<file path="src/rtl/load_store_unit_if.sv">
// Core-side request/response and DataMemory-side signals of the load/store unit.
// slave = the LSU itself; master = the environment (core plus DataMemory).
interface load_store_unit_if;
  logic        memRd;
  logic        memWr;
  logic [1:0]  size;
  logic        signExt;
  logic [63:0] dir;
  logic [63:0] dataWr;
  logic [63:0] dataRd;
  logic        stall;
  logic        fault;
  logic [63:0] faultDir;
  logic        mem_rd;
  logic        mem_wr;
  logic [63:0] mem_dir;
  logic [63:0] mem_dataWr;
  logic [63:0] mem_dataRd;

  modport slave (
    input  memRd, memWr, size, signExt, dir, dataWr, mem_dataRd,
    output dataRd, stall, fault, faultDir, mem_rd, mem_wr, mem_dir, mem_dataWr
  );

  modport master (
    output memRd, memWr, size, signExt, dir, dataWr, mem_dataRd,
    input  dataRd, stall, fault, faultDir, mem_rd, mem_wr, mem_dir, mem_dataWr
  );
endinterface

</file>
<file path="src/rtl/load_store_unit.sv">
// Byte/half/word/dword load-store in front of a 64-bit doubleword-indexed memory.
// Sub-dword stores are a two-cycle read-modify-write; misaligned requests set a sticky fault.
module load_store_unit (
  input logic             clk,
  input logic             reset,
  load_store_unit_if.slave bus
);
  typedef enum logic {IDLE, WRITE} state_e;

  state_e      state_q, state_d;
  logic [63:0] merge_q, merge_d;
  logic [63:0] addr_q, addr_d;
  logic [63:0] fault_dir_q, fault_dir_d;
  logic        fault_q, fault_d;

  logic [2:0]  off;
  logic [5:0]  sh;
  logic        aligned, illegal;
  logic [7:0]  byte_mask, bm_sh;
  logic [63:0] lanes, rd_ext, lane_mask, wr_shift;
  logic        rd_c, wr_c, stall_c;
  logic [63:0] data_rd_c, mem_dir_c, mem_wdata_c;

  assign off      = bus.dir[2:0];
  assign sh       = {off, 3'b000};
  assign lanes    = bus.mem_dataRd >> sh;
  assign wr_shift = bus.dataWr << sh;
  assign bm_sh    = 8'(byte_mask << off);

  always_comb begin
    aligned   = 1'b1;
    byte_mask = 8'hFF;
    rd_ext    = lanes;
    case (bus.size)
      2'b00: begin
        byte_mask = 8'h01;
        rd_ext    = {{56{bus.signExt & lanes[7]}}, lanes[7:0]};
      end
      2'b01: begin
        aligned   = ~off[0];
        byte_mask = 8'h03;
        rd_ext    = {{48{bus.signExt & lanes[15]}}, lanes[15:0]};
      end
      2'b10: begin
        aligned   = (off[1:0] == 2'b00);
        byte_mask = 8'h0F;
        rd_ext    = {{32{bus.signExt & lanes[31]}}, lanes[31:0]};
      end
      default: begin
        aligned   = (off == 3'b000);
        byte_mask = 8'hFF;
        rd_ext    = lanes;
      end
    endcase
  end

  always_comb begin
    lane_mask = '0;
    for (int k = 0; k < 8; k++) lane_mask[k*8 +: 8] = {8{bm_sh[k]}};
  end

  assign illegal = (bus.memRd & bus.memWr) | ((bus.memRd | bus.memWr) & ~aligned);

  always_comb begin
    state_d     = state_q;
    merge_d     = merge_q;
    addr_d      = addr_q;
    fault_d     = fault_q;
    fault_dir_d = fault_dir_q;
    rd_c        = 1'b0;
    wr_c        = 1'b0;
    stall_c     = 1'b0;
    data_rd_c   = '0;
    mem_wdata_c = '0;
    mem_dir_c   = {3'b000, bus.dir[63:3]};
    case (state_q)
      IDLE: begin
        if (illegal) begin
          fault_d = 1'b1;
          if (!fault_q) fault_dir_d = bus.dir;
        end else if (bus.memRd) begin
          rd_c      = 1'b1;
          data_rd_c = rd_ext;
        end else if (bus.memWr) begin
          if (bus.size == 2'b11) begin
            wr_c        = 1'b1;
            mem_wdata_c = bus.dataWr;
          end else begin
            // read phase of the RMW: splice the new lanes into the current dword
            rd_c    = 1'b1;
            stall_c = 1'b1;
            merge_d = (bus.mem_dataRd & ~lane_mask) | (wr_shift & lane_mask);
            addr_d  = {3'b000, bus.dir[63:3]};
            state_d = WRITE;
          end
        end
      end
      WRITE: begin
        mem_dir_c   = addr_q;
        wr_c        = 1'b1;
        mem_wdata_c = merge_q;
        state_d     = IDLE;
      end
      default: state_d = IDLE;
    endcase
  end

  // reset masks strobes immediately so a reset in WRITE drops the partial store
  assign bus.mem_rd     = rd_c & ~reset;
  assign bus.mem_wr     = wr_c & ~reset;
  assign bus.stall      = stall_c & ~reset;
  assign bus.dataRd     = reset ? 64'h0 : data_rd_c;
  assign bus.mem_dir    = mem_dir_c;
  assign bus.mem_dataWr = mem_wdata_c;
  assign bus.fault      = fault_q;
  assign bus.faultDir   = fault_dir_q;

  always_ff @(posedge clk) begin
    if (reset) begin
      state_q     <= IDLE;
      merge_q     <= '0;
      addr_q      <= '0;
      fault_q     <= 1'b0;
      fault_dir_q <= '0;
    end else begin
      state_q     <= state_d;
      merge_q     <= merge_d;
      addr_q      <= addr_d;
      fault_q     <= fault_d;
      fault_dir_q <= fault_dir_d;
    end
  end
endmodule

</file>
<file path="src/flat_wrapper.sv">
// flat-port wrapper written by rule: the top's interface ports become plain ports
module load_store_unit_flat 
  (clk, reset, bus_memRd, bus_memWr, bus_size, bus_signExt, bus_dir, bus_dataWr, bus_mem_dataRd, bus_dataRd, bus_stall, bus_fault, bus_faultDir, bus_mem_rd, bus_mem_wr, bus_mem_dir, bus_mem_dataWr);
  load_store_unit_if bus_i ();
  input logic clk;
  input logic reset;
  input wire logic [$bits(bus_i.memRd)-1:0] bus_memRd;
  input wire logic [$bits(bus_i.memWr)-1:0] bus_memWr;
  input wire logic [$bits(bus_i.size)-1:0] bus_size;
  input wire logic [$bits(bus_i.signExt)-1:0] bus_signExt;
  input wire logic [$bits(bus_i.dir)-1:0] bus_dir;
  input wire logic [$bits(bus_i.dataWr)-1:0] bus_dataWr;
  input wire logic [$bits(bus_i.mem_dataRd)-1:0] bus_mem_dataRd;
  output wire logic [$bits(bus_i.dataRd)-1:0] bus_dataRd;
  output wire logic [$bits(bus_i.stall)-1:0] bus_stall;
  output wire logic [$bits(bus_i.fault)-1:0] bus_fault;
  output wire logic [$bits(bus_i.faultDir)-1:0] bus_faultDir;
  output wire logic [$bits(bus_i.mem_rd)-1:0] bus_mem_rd;
  output wire logic [$bits(bus_i.mem_wr)-1:0] bus_mem_wr;
  output wire logic [$bits(bus_i.mem_dir)-1:0] bus_mem_dir;
  output wire logic [$bits(bus_i.mem_dataWr)-1:0] bus_mem_dataWr;
  assign bus_i.memRd = bus_memRd;
  assign bus_i.memWr = bus_memWr;
  assign bus_i.size = bus_size;
  assign bus_i.signExt = bus_signExt;
  assign bus_i.dir = bus_dir;
  assign bus_i.dataWr = bus_dataWr;
  assign bus_i.mem_dataRd = bus_mem_dataRd;
  assign bus_dataRd = bus_i.dataRd;
  assign bus_stall = bus_i.stall;
  assign bus_fault = bus_i.fault;
  assign bus_faultDir = bus_i.faultDir;
  assign bus_mem_rd = bus_i.mem_rd;
  assign bus_mem_wr = bus_i.mem_wr;
  assign bus_mem_dir = bus_i.mem_dir;
  assign bus_mem_dataWr = bus_i.mem_dataWr;
  load_store_unit u_core (.clk(clk), .reset(reset), .bus(bus_i));
endmodule
</file>
<file path="config.mk">
export PLATFORM = sky130hd
export DESIGN_NAME = load_store_unit_flat
export DESIGN_NICKNAME = d
export VERILOG_FILES = /design/src/rtl/load_store_unit_if.sv /design/src/rtl/load_store_unit.sv /design/src/flat_wrapper.sv
export SDC_FILE = /design/constraint.sdc
export NUM_CORES = 1
export LEC_CHECK = 0
export ABC_AREA = 1
export CAP_MARGIN = 20
export CORE_MARGIN = 3
export CORE_UTILIZATION = 35
export DETAILED_ROUTE_END_ITERATION = 8
export PLACE_DENSITY = 0.64
export SYNTH_ARGS = -nofsm -noshare
export SYNTH_HDL_FRONTEND = slang
export SYNTH_SLANG_ARGS = --single-unit
</file>
<file path="constraint.sdc">
create_clock -name clk -period 1.5 [get_ports clk]
set_input_delay 0.225 -clock clk [delete_from_list [all_inputs] [get_ports clk]]
set_output_delay 0.225 -clock clk [all_outputs]
set_load 0.1 [all_outputs]
</file>
# Word-level counts from Yosys, hierarchy flattened
# Cells that the tools add are included.
# classes
n_eq_ne	3
n_shift	3
mux	27
n_bitwise	22
n_reduce_logical	6
# op_table
cell	count
64-bit two-way mux	8
64-bit one-hot mux with 3 select lines	1
64-bit AND	2
64-bit one-hot mux with 2 select lines	1
64-bit inverter	1
64-bit bitwise OR	1
64-bit by 6-bit left shift with 64-bit output	1
64-bit by 6-bit >> shifter with 64-bit output	1
61-bit two-way mux	1
8-bit one-hot mux with 3 select lines	1
1-bit two-way mux	12
1-bit AND	8
1-bit inverter	8
8-bit by 3-bit left shift with 8-bit output	1
5-bit AND reduction	1
2-bit equality test, second input constant	2
2-bit logical NOT	2
1-bit one-hot mux with 2 select lines	2
3-bit logical NOT	1
1-bit one-hot mux with 3 select lines	1
3-bit AND reduction	1
2-bit by 1-bit equality test with 1-bit output, second input constant	1
1-bit bitwise OR	2
2-bit AND reduction	1
# totals
reg_bits	191
output_inout_bits	260
elab_cells	66

# Longest topological paths before layout
# depth
depth_word	8
mapped_depth	13

# Worst setup path before layout
# Ideal clock, no wire load.
# synth_path
path_type	input to output
startpoint	input port bus_dir[1]
endpoint	output port bus_dataRd[0]
t_arrival_ps	3423
required_time_ps	1275
slack_ps	-2148
stages	7
n_path_buf	4
cell_sequence	buf_4 buf_2 clkbuf_1 buf_2 nand2_1 o211a_1 a211oi_1
# synth_via
elab_chain_cells	8
word_cells_on_any_way	12
classes_between	shift: 1; mux: 6; bitwise: 3; reduce/logical: 2
# synth_lines
item	line	rtl
start, declared	flat_wrapper.sv:11	input wire logic [$bits(bus_i.dir)-1:0] bus_dir;
branches (longest 5 deep; another with 64-bit by 6-bit >> shifter with 64-bit output)	n/a	
64-bit two-way mux *	load_store_unit.sv:78	if (illegal) begin
64-bit two-way mux *	load_store_unit.sv:76	case (state_q)
64-bit two-way mux *	load_store_unit.sv:112	assign bus.dataRd = reset ? 64'h0 : data_rd_c;
end, declared	flat_wrapper.sv:14	output wire logic [$bits(bus_i.dataRd)-1:0] bus_dataRd;
# Every way passes the cells marked *.

# Final worst setup path
# layout_path
startpoint	register u_core.state_q
endpoint	output port bus_dataRd[62]
# layout_via
elab_chain_cells	2
# layout_lines
item	line	rtl
start, declared	load_store_unit.sv:10	state_e state_q, state_d;
start signal, assigned	load_store_unit.sv:126	state_q <= state_d;
64-bit two-way mux	load_store_unit.sv:76	
64-bit two-way mux	load_store_unit.sv:112	
# Every way passes these cells.

==> run metrics <==
hold endpoint=u_core.merge_q[52]; outcome=finished, violations left; worst min path class=primary input to flop; total congestion overflow=0; post-layout util=73.5%; capturing point of the worst reg2reg path=u_core.addr_q[37]; CP endpoint kind=primary output; area grow syn2layout=106%; port bufs=455; crit path max fanout=5; Hold Crit Start=bus_mem_dataRd[52]; FMAX=450 MHz; Fin Hold WS=0.328 ns; sequential area share after synthesis=29.1%; DRC viols=0; post-route ant nets=0; H-tree levels=4; clk_lat worst skew=0.46 ns; Post-DP HPWL=58.0 mm; crit path time final=2.22 ns; Netlist Area Pre-Place=0.0131 mm^2; Final Hold Fails=0; Critical Path AT=2.00 ns; count of cell types in the netlist=33; IO Pins=459; failing checks=setup timing; Avg Vias per Cell=5.61; Final period util=148%; WS Path Type=flop to primary output; Tot GR Track Use=35.7%; maxcap violations=0; CTS Buf Count=17; Psw=8.85 mW; Final WS setup=-0.721 ns; clk_skew=0.0173 ns; switching part of the total=43.0%; most frequent cells in the layout=nand2_1, buf_12, buf_4; Slew Viols, Final=0; maximum buffer depth of the clock tree=2; top post-synthesis cells by area=dfxtp_1, nand2_1, o21ai_0; die height=200 um; final instance count without filler cells=3415; first-pass GRT wire length=109 mm; initial antenna violation count=3; setup TNS=-161.39 ns; Die W=200 um; Pwr per Cell Area=761 mW/mm^2; Leak=11.8 nW; Post-DP Area=0.0248 mm^2; share of the synthesized area in the top cell type=29.1%; Yosys reg bits=191; wire per inst=23.3 um; fin nets=3129; Synth area leader=dfxtp_1; post-synthesis instance total=2248; Tot Pwr=20.6 mW; routed via count=19200; Startpoint Class=flop; r2r setup slk=-0.46 ns; largest net degree at the start of global routing=70; CTS tree=built; Synth warnings=0; Int Pwr=11.7 mW; share of cells above drive strength 1=32.8%; die area=0.0399 mm^2; Final setup viols=381; most common cell after layout, fill and taps aside=nand2_1; row count=70; Final GP Congestion=1.03; Reg clk slew, reported paths=0.08 ns; number of global-route vias before repair=17900; Max VDD drop=821 uV; Slew headroom=36.5%; sequential power share=28.1%; Place WS=-0.890 ns; placed instance count=3304; FF-to-FF Start=u_core.state_q; hold path cells=6; Worst EP required=1.27 ns; Avg Cell Area, Syn=5.85 um^2; CTS Sinks=191; RSZ-0062 raised after global routing=true; Initial Utilization=35.7%; design area=0.0271 mm^2; CORE AREA=0.0368 mm^2; Detailed Routing Iterations Pass 1=6; cells on worst reg2reg path=11; final wirelength=79.5 mm; combinational share of power=48.1%; clock group share of total power=23.8%; measured slew at the worst slew-check pin=0.949 ns; Root Driver=clkbuf_16; DRT iter0 DRCs=1867
power by group through the flow:
stage,Sequential [mW],Clock (mW),Combinational [mW]
floorplan,7.15,0,4.02
global placement,5.87,0,9.28
detailed placement,5.88,0,9.35
CTS,5.77,4.86,9.50
global route,5.82,5.14,10.3
finish,5.79,4.90,9.90
flip-flops by register name, summed over array words and instances (netlist names):
name                 cells
u_core.bus.fault         1
u_core.merge_q          64
u_core.bus.faultDir     64
u_core.addr_q           61
u_core.state_q           1
repair_timing:
action	4_1_cts	5_1_grt
hold buffers	0	0
gates cloned	7	29
setup buffers	21	22
endpoints found under the setup margin	383	382
pin swaps	25	34
gates resized for setup	93	112
cell usage after synthesis:
master and number:
conb_1 1, clkbuf_1 98, nand2_2 5, buf_4 21
o21ai_1 14, mux2i_1 8, o22ai_1 4, inv_2 7
buf_1 9, a21oi_1 191, buf_6 2, clkbuf_2 1
o21ai_0 343, a31oi_1 29, o211ai_1 41, nor2_2 4
o21bai_4 1, o31ai_1 1, inv_1 192, a22oi_1 10
nand2_1 619, o21ai_2 1, o211a_1 6, nand3_1 161
nor2_1 189, nand4_1 20, nand4_4 1, dfxtp_1 191
a211oi_1 8, nand2_4 1, nor2_4 3, nor3_1 5
buf_2 61
critical path: stages (launching register included):
cell and delay (ns):
dfxtp_4 0.37, nor2_4 0.09, buf_6 0.13, nand4_4 0.12, o21bai_4 0.22, buf_12 0.15, clkbuf_16 0.16, nor2_4 0.10
buf_12 0.18
routing by layer:
layer / routed length, um / GRT usage, % / vias to the layer above
li1: - / - / 8772
met1: 29100 / 43.8 / 9002
met2: 38200 / 60.3 / 1161
met3: 7230 / 6.41 / 235
met4: 4990 / 18.3 / 2
met5: 20 / 0 / -
final cells by class:
class	instances	area (um^2)
tap	468	586
clock buffer	18	439
sequential	191	3830
antenna	4	10.0
timing repair buffer	852	11400
multi-input combinational	1668	9790
fill	2782	9730
clock inverter	14	175
inverter	199	846
timing repair inverter	1	16.3
cell families (layout without fill, tap and decap cells):
logic type	Yosys count	after routing	synth area share (%)
compound gates	649	649	26.5
buf+inv	391	1084	12.5
flops	191	191	29.1
mux	8	8	0.609
other cells	1	7	0.0285
simple gates	1008	1008	31.3
how the worst max path moves through the flow:
stage          cells after the start  slack, ns                  to      startpoint
6_report                           8      -0.72      bus_dataRd[62]  u_core.state_q
5_1_grt                            8      -0.78      bus_dataRd[62]  u_core.state_q
4_1_cts                            8      -0.71      bus_dataRd[55]  u_core.state_q
3_5_place_dp                       9      -0.89  u_core.merge_q[23]     bus_size[1]
3_3_place_gp                      12      -0.87      bus_dataRd[31]     bus_size[1]
2_1_floorplan                     10      -0.83      bus_dataRd[33]      bus_dir[1]
No activity file was read; power rests on OpenSTA's default activity.
